**config.mk**
```make
export PLATFORM = sky130hd
export DESIGN_NAME = bus_cycle_sequencer
export DESIGN_NICKNAME = d
export VERILOG_FILES = /design/src/rtl/bus_seq_pkg.sv /design/src/rtl/bus_wait_timer.sv /design/src/rtl/bus_cycle_sequencer.sv
export SDC_FILE = /design/constraint.sdc
export NUM_CORES = 1
export LEC_CHECK = 0
export CORE_AREA = 2 2 71 73
export DETAILED_ROUTE_END_ITERATION = 7
export DIE_AREA = 0 0 73 75
export GPL_TIMING_DRIVEN = 0
export PLACE_DENSITY = 0.76
export RECOVER_POWER = 50
export SLEW_MARGIN = 20
export SYNTH_ARGS = -nofsm -noshare
export SYNTH_HDL_FRONTEND = slang
export SYNTH_SLANG_ARGS = --single-unit
export TNS_END_PERCENT = 5
```
**constraint.sdc**
```tcl
create_clock -name clk -period 2 [get_ports clk]
set_input_delay 0.2 -clock clk [delete_from_list [all_inputs] [get_ports clk]]
set_output_delay 0.2 -clock clk [all_outputs]
set_load 0.01 [all_outputs]
```
**src/rtl/bus_seq_pkg.sv**
```systemverilog
// ============================================================================
// Module : bus_seq_pkg
// Brief  : Shared state encoding, bus phase codes and CTRL bit map for the
//          6502 bus cycle sequencer.
// Rev    : 1.0 - initial release
// ============================================================================
`default_nettype none

package bus_seq_pkg;

    typedef enum logic [2:0] {
        ST_LATCH = 3'd0,
        ST_ALO   = 3'd1,
        ST_AHI   = 3'd2,
        ST_CTRL  = 3'd3,
        ST_DATA  = 3'd4,
        ST_DONE  = 3'd5
    } state_t;

    localparam logic [2:0] PH_IDLE = 3'd0;
    localparam logic [2:0] PH_ALO  = 3'd1;
    localparam logic [2:0] PH_AHI  = 3'd2;
    localparam logic [2:0] PH_CTRL = 3'd3;
    localparam logic [2:0] PH_DATA = 3'd4;

    localparam int CTRL_RW_BIT   = 0;
    localparam int CTRL_SYNC_BIT = 1;

    // Wait counter never narrower than 4 bits.
    function automatic int wait_cnt_width(input int max_wait);
        return ($clog2(max_wait + 1) < 4) ? 4 : $clog2(max_wait + 1);
    endfunction

endpackage

`default_nettype wire

```
**src/rtl/bus_wait_timer.sv**
```systemverilog
// ============================================================================
// Module : bus_wait_timer
// Brief  : Saturating wait-cycle counter with clear/enable and a done flag
//          raised once the count reaches MAX_WAIT.
// Rev    : 1.0 - initial release
// ============================================================================
`default_nettype none

module bus_wait_timer
    import bus_seq_pkg::*;
#(
    parameter int MAX_WAIT = 15,
    parameter int CW       = wait_cnt_width(MAX_WAIT)
) (
    input  logic clk,
    input  logic rst_n,
    input  logic i_clr,
    input  logic i_en,
    output logic o_done
);

    localparam logic [CW-1:0] C_MAX = CW'(MAX_WAIT);

    logic [CW-1:0] r_cnt;

    always_ff @(posedge clk or negedge rst_n) begin
        if (!rst_n) begin
            r_cnt <= '0;
        end else if (i_clr) begin
            r_cnt <= '0;
        end else if (i_en && (r_cnt != C_MAX)) begin
            r_cnt <= r_cnt + 1'b1;
        end
    end

    assign o_done = (r_cnt == C_MAX);

endmodule

`default_nettype wire

```
**src/rtl/bus_cycle_sequencer.sv**
```systemverilog
// ============================================================================
// Module : bus_cycle_sequencer
// Brief  : Frames one 6502 bus cycle onto an 8-bit multiplexed bus plus
//          bidirectional data pins, pacing the core with a step pulse.
//          Optional macro BUS_WAIT_EN enables ext_wait stretching/timeout.
// Rev    : 1.0 - initial release
// ============================================================================
`default_nettype none

module bus_cycle_sequencer
    import bus_seq_pkg::*;
#(
    parameter int MAX_WAIT = 15
) (
    input  logic        clk,
    input  logic        rst_n,
    input  logic        ena,
    input  logic [15:0] core_addr,
    input  logic        core_rw,
    input  logic        core_sync,
    input  logic [7:0]  core_wdata,
    output logic        core_step,
    output logic [7:0]  core_rdata,
    input  logic [7:0]  ext_data_in,
    output logic [7:0]  ext_data_out,
    output logic [7:0]  ext_data_oe,
    input  logic        ext_wait,
    output logic [7:0]  bus_out,
    output logic [2:0]  bus_phase,
    output logic        timeout
);

    state_t      r_state;
    state_t      w_next;

    logic [15:0] r_addr;
    logic        r_rw;
    logic        r_sync;
    logic [7:0]  r_wdata;

    logic        w_load;
    logic [15:0] w_addr;
    logic        w_rw;
    logic        w_sync;
    logic [7:0]  w_wdata;
    logic        w_data_done;

    logic [7:0]  w_bus;
    logic [2:0]  w_ph;
    logic [7:0]  w_oe;
    logic [7:0]  w_dout;
    logic        w_step;

    logic [7:0]  r_bus;
    logic [2:0]  r_ph;
    logic [7:0]  r_oe;
    logic [7:0]  r_dout;
    logic        r_step;
    logic [7:0]  r_rdata;

    // Outputs for the coming state are built from the values the shadow
    // registers will hold, so ALO already shows the freshly captured address.
    assign w_load  = (r_state == ST_LATCH) && ena;
    assign w_addr  = w_load ? core_addr  : r_addr;
    assign w_rw    = w_load ? core_rw    : r_rw;
    assign w_sync  = w_load ? core_sync  : r_sync;
    assign w_wdata = w_load ? core_wdata : r_wdata;

`ifdef BUS_WAIT_EN
    logic w_tmr_done;
    logic r_timeout;

    bus_wait_timer #(
        .MAX_WAIT (MAX_WAIT)
    ) u_wait_timer (
        .clk    (clk),
        .rst_n  (rst_n),
        .i_clr  (r_state == ST_CTRL),
        .i_en   ((r_state == ST_DATA) && ext_wait),
        .o_done (w_tmr_done)
    );

    assign w_data_done = !ext_wait || w_tmr_done;

    always_ff @(posedge clk or negedge rst_n) begin
        if (!rst_n) begin
            r_timeout <= 1'b0;
        end else begin
            r_timeout <= (r_state == ST_DATA) && ext_wait && w_tmr_done;
        end
    end

    assign timeout = r_timeout;
`else
    logic w_unused;

    assign w_unused    = ext_wait | (MAX_WAIT < 0);
    assign w_data_done = 1'b1;
    assign timeout     = 1'b0;
`endif

    always_comb begin
        w_next = r_state;
        case (r_state)
            ST_LATCH: w_next = ena ? ST_ALO : ST_LATCH;
            ST_ALO:   w_next = ST_AHI;
            ST_AHI:   w_next = ST_CTRL;
            ST_CTRL:  w_next = ST_DATA;
            ST_DATA:  w_next = w_data_done ? ST_DONE : ST_DATA;
            ST_DONE:  w_next = ST_LATCH;
            default:  w_next = ST_LATCH;
        endcase
    end

    always_comb begin
        w_bus  = 8'h00;
        w_ph   = PH_IDLE;
        w_oe   = 8'h00;
        w_dout = 8'h00;
        w_step = 1'b0;
        case (w_next)
            ST_ALO: begin
                w_bus = w_addr[7:0];
                w_ph  = PH_ALO;
            end
            ST_AHI: begin
                w_bus = w_addr[15:8];
                w_ph  = PH_AHI;
            end
            ST_CTRL: begin
                w_bus[CTRL_RW_BIT]   = w_rw;
                w_bus[CTRL_SYNC_BIT] = w_sync;
                w_ph                 = PH_CTRL;
                if (!w_rw) begin
                    w_oe   = 8'hFF;
                    w_dout = w_wdata;
                end
            end
            ST_DATA: begin
                w_ph = PH_DATA;
                if (!w_rw) begin
                    w_oe   = 8'hFF;
                    w_dout = w_wdata;
                end
            end
            ST_DONE: w_step = 1'b1;
            default: ;
        endcase
    end

    always_ff @(posedge clk or negedge rst_n) begin
        if (!rst_n) begin
            r_state <= ST_LATCH;
            r_addr  <= 16'h0000;
            r_rw    <= 1'b0;
            r_sync  <= 1'b0;
            r_wdata <= 8'h00;
            r_bus   <= 8'h00;
            r_ph    <= PH_IDLE;
            r_oe    <= 8'h00;
            r_dout  <= 8'h00;
            r_step  <= 1'b0;
            r_rdata <= 8'h00;
        end else begin
            r_state <= w_next;
            r_addr  <= w_addr;
            r_rw    <= w_rw;
            r_sync  <= w_sync;
            r_wdata <= w_wdata;
            r_bus   <= w_bus;
            r_ph    <= w_ph;
            r_oe    <= w_oe;
            r_dout  <= w_dout;
            r_step  <= w_step;
            if ((r_state == ST_DATA) && w_data_done && r_rw) begin
                r_rdata <= ext_data_in;
            end
        end
    end

    assign core_step    = r_step;
    assign core_rdata   = r_rdata;
    assign ext_data_out = r_dout;
    assign ext_data_oe  = r_oe;
    assign bus_out      = r_bus;
    assign bus_phase    = r_ph;

endmodule

`default_nettype wire
```
; After elaboration in Yosys (flattened, before gate mapping)
; Index checks and enable logic that the tools add are counted.
[classes]
addsub = 0
multipliers = 0
n_div = 0
magnitude_cmp = 0
eq_ne = 9
shift = 0
n_mux = 14
bitwise = 0
reduce_logical = 4
[ops]
columns = operator, n
row1 = two-way mux 8 bit, 5
row2 = two-way mux 16 bit, 1
row3 = case mux 3 bit (5 select lines), 1
row4 = "== test 3 x 2 -> 1 bit, second input constant", 4
row5 = case mux 3 bit (4 select lines), 1
row6 = case mux 6 bit (2 select lines), 1
row7 = "== test 3 bit, second input constant", 3
row8 = "== test 3 x 1 -> 1 bit, second input constant", 2
row9 = case mux 2 bit (3 select lines), 1
row10 = two-way mux 1 bit, 4
row11 = zero test 3 bit, 1
row12 = logical AND 1 bit, 2
row13 = OR reduction 2 bit, 1
[word_totals]
regBits = 65
latchBits = 0
ramBits = 0
rom_bits = 0
inputBits = 38
memories = 0

; Depth between registers and ports, before layout
[depth]
word_depth = 5
mapped_depth = 4

; Worst setup path after synthesis
; OpenSTA, ideal clock, no wires.
[synth_timing]
path_type = reg2reg
startpoint = register r_state[1]
endpoint = register r_addr[14]
setup_time_ps = 125
arrival_time_ps = 1400
path_slack_ps = 475
stages_incl_launch_ff = 5
path_buffers = 2
cell_sequence = dfrtp_1 > buf_6 > nor4b_4 > buf_6 > mux2_2
[synth_between]
elab_chain_cells = 3
[synth_rtl]
columns = item, line_no
row1 = "start, declared", bus_cycle_sequencer.sv:33  ; state_t r_state;
row2 = "start signal, assigned", bus_cycle_sequencer.sv:165  ; r_state <= w_next;
row3 = zero test 3 bit, bus_cycle_sequencer.sv:63  ; assign w_load = (r_state == ST_LATCH) && ena;
row4 = logical AND 1 bit, bus_cycle_sequencer.sv:63
row5 = two-way mux 16 bit, bus_cycle_sequencer.sv:64  ; assign w_addr = w_load ? core_addr : r_addr;
row6 = named net w_addr[14], bus_cycle_sequencer.sv:42  ; logic [15:0] w_addr;
row7 = "end signal, assigned", bus_cycle_sequencer.sv:166  ; r_addr <= w_addr;
row8 = "end, declared", bus_cycle_sequencer.sv:36  ; logic [15:0] r_addr;
; The timed path passes the listed nets, and every way through them passes these cells.
; A chain may end at the register's enable or synchronous reset.

; Worst setup path after layout
[layout_timing]
startpoint = register r_state[2]
endpoint = register r_bus[1] (netlist: bus_out[1])
[layout_between]
elab_chain_cells = 4
[layout_rtl]
columns = item, line_no
row1 = "== test 3 bit, or another cell as far along", bus_cycle_sequencer.sv:104  ; case (r_state)
row2 = case mux 3 bit (5 select lines) or logical AND 1 bit (tied branches), "bus_cycle_sequencer.sv:104, bus_cycle_sequencer.sv:63"
row3 = "== test 3 x 2 -> 1 bit, or another cell as far along", bus_cycle_sequencer.sv:121  ; case (w_next)
row4 = case mux 2 bit (3 select lines) (*), bus_cycle_sequencer.sv:121
row5 = named net w_bus[1], bus_cycle_sequencer.sv:48  ; logic [7:0] w_bus;
row6 = "end signal, assigned", bus_cycle_sequencer.sv:170  ; r_bus <= w_bus;
row7 = "end, declared", bus_cycle_sequencer.sv:54  ; logic [7:0] r_bus;
; The timed path passes the listed nets; every way through them passes the cells marked *.

==> results.sh <==
export IMPL_htree_levels=2
export IMPL_die_h_microns=75
export IMPL_power_mw=4.35
export IMPL_synthesis_area_sq_um=1940
export IMPL_clock_fmax_mhz=585
export IMPL_dp_cells=255
export IMPL_cts_buffers=5
export IMPL_async_reset_ff_frac=1.00
export IMPL_r2r_cells=3
export IMPL_powerDensity_nw_per_um2=1500
export IMPL_grt_max_degree=28
export IMPL_clk_pin_slew_worst_paths_ps=90
export IMPL_cp_required_ps=2240
export IMPL_fp_dieW_microns=73
export IMPL_final_util=0.621
export IMPL_min_period_ps=1710
export IMPL_setup_viol=0
export IMPL_synth_edf_count=0
export IMPL_synth_distinct_cells=19
export IMPL_yosysTopAreaCell="dfrtp_1"
export IMPL_min_period_over_period=0.855
export IMPL_startpoint_type="register"
export IMPL_ys_seq_area_frac=0.644
export IMPL_p_leak_nw=1.27
export IMPL_final_nets=247
export IMPL_cp_max_fo=10
export IMPL_routedWlPerCell_microns=15.0
export IMPL_dominantRegCellSynth="dfrtp_1"
export IMPL_drive_above_1_share=0.243
export IMPL_cts_sink_count=50
export IMPL_ys_ff_latch=50
export IMPL_grtUsageTotal=0.154
export IMPL_rsz0062_at_grt="no"
export IMPL_endpoint_kind="register"
export IMPL_drt_initial_drc_count=66
export IMPL_vdd_drop_max_mv=0.520
export IMPL_tightest_slew_ps=1290
export IMPL_firstDrtPassIters=4
export IMPL_finClkSkew_ps=4.87
export IMPL_place_area_sq_um=2750
export IMPL_antenna_found_initial=0
export IMPL_core_area_sq_um=4660
export IMPL_port_buffers=72
export IMPL_ant_nets=0
export IMPL_tns_ps=0
export IMPL_path_class="reg -> reg"
export IMPL_clk_path_buf_depth=2
export IMPL_initial_core_util=0.417
export IMPL_gp_congestion=0.715
export IMPL_dp_hpwl_microns=2980
export IMPL_dp_slack_ps=193
export IMPL_yosysWarnings=0
export IMPL_insertion_delay_ps=300
export IMPL_io_pins=75
export IMPL_num_vias=1254
export IMPL_area_delta_synth_final_pct=49.2
export IMPL_hp_class="in -> reg"
export IMPL_fillers=355
export IMPL_finalHoldViolCount=0
export IMPL_rows=25
export IMPL_synth_cells=128
export IMPL_synthesis_nets=166
export IMPL_drv_slew=0
export IMPL_drc=0
export IMPL_final_area_sq_um=2900
export IMPL_hold_depth=2
export IMPL_syn_area_per_cell_sq_um=15.2
export IMPL_stdcell_count=264
export IMPL_arrival_ps=1940
export IMPL_worst_slack_ps=291
export IMPL_whs_ps=506
export IMPL_synthTopCellsByArea="dfrtp_1 (64%), mux2_2 (14%), nor3b_1 (3.9%)"
export IMPL_outcome="finished, final reports clean"
export IMPL_cts_resized=0
export IMPL_drt_total_wl_microns=3950
export IMPL_yosysMostFrequentCell="dfrtp_1"
export IMPL_post_cts_buffers=0
export IMPL_synth_top_area_frac=0.644
export IMPL_root_buffer="clkbuf_8"
export IMPL_grt_pass1_vias=1276
export IMPL_grt_overflow=0
export IMPL_maxCapViolations=0
export IMPL_holdBufCountCts=1
export IMPL_vias_per_cell=4.75
export IMPL_synth_common_cells="dfrtp_1 (50), mux2_2 (25), nor3b_1 (10)"
export IMPL_cts_tree="built"
export IMPL_slew_headroom=0.140
export IMPL_grt_pass1_wl_microns=6190
export IMPL_diodes=0
export IMPL_dieArea_sq_um=5480
==> final timing paths <==
check | start | to | slack [ps]
max | r_state[2] | bus_out[1] | 290
min | ext_data_in[3] | core_rdata[3] | 510
max reg2reg | r_state[2] | bus_out[1] | 290
min reg2reg | r_addr[11] | bus_out[3] | 510
max in group asynchronous | rst_n | ext_data_out[1] | 520
min in group asynchronous | rst_n | core_rdata[3] | 710
==> cell usage in the layout, fill, tap and decap left out <==
cell type,synthesis,layout
buf_2,2,2
nand2b_1,1,1
bufinv_16,0,2
nor2_1,6,6
buf_6,4,4
mux2_2,25,25
dfrtp_1,50,50
conb_1,1,1
xnor2_1,1,1
dlygate4sd3_1,0,7
clkdlybuf4s50_1,0,65
o21bai_1,2,2
or2_2,1,1
mux2_1,1,1
clkbuf_1,2,3
nor4bb_1,3,3
a22o_1,6,6
clkbuf_8,0,6
nor3b_1,10,10
a221o_1,2,2
nor4b_4,1,1
buf_12,0,1
buf_4,9,9
inv_1,1,1
==> kinds of logic after synthesis <==
kind of cell / after synthesis / share of synthesized area
AOI/OAI and AO/OA: 10 / 0.0451
xor gates and xnor gates: 1 / 0.00451
buffers and inverters: 18 / 0.0689
DFF: 50 / 0.644
muxes: 26 / 0.151
other: 1 / 0.00193
and+or+nand+nor: 22 / 0.0844
==> final cells by class <==
cell class | count | area, sq um | area share
sequential | 50 | 1250 | 0.432
timing repair buffer | 74 | 744 | 0.257
multi-input combinational | 60 | 557 | 0.192
buffer | 17 | 130 | 0.0449
clock buffer | 6 | 82.6 | 0.0285
tap | 54 | 67.6 | 0.0233
clock inverter | 2 | 60.1 | 0.0207
inverter | 1 | 3.75 | 0.00130
==> flip-flops by register name, summed over array words and instances (netlist names), 3 cells and up <==
name	cells
r_wdata	8
ext_data_out	8
bus_out	8
core_rdata	8
bus_phase	3
r_addr	8
r_state	3
==> worst max-delay path, cell delays in order (launching register included) <==
cell and delay [ps]:
dfrtp_1 360, buf_2 170, nor3b_1 820, a221o_1 290
==> routing by layer <==
layer  track usage  vias up  wire (microns)  share of wire
met4        0.0494        0              46          0.012
met2         0.267       45            2150           0.54
met3        0.0535        4             249          0.063
met5             0        -               0              0
li1              -      596               -              -
met1         0.180      609            1510           0.38
==> power breakdown <==
| group | leakage, nW | total, mW | internal (mW) | switching (mW) |
|---|---|---|---|---|
| clock | 0.0714 | 0.852 | 0.533 | 0.320 |
| sequential | 0.628 | 1.65 | 1.46 | 0.190 |
| combinational | 0.570 | 1.85 | 1.13 | 0.721 |
Power figures use the tool's default switching activity.
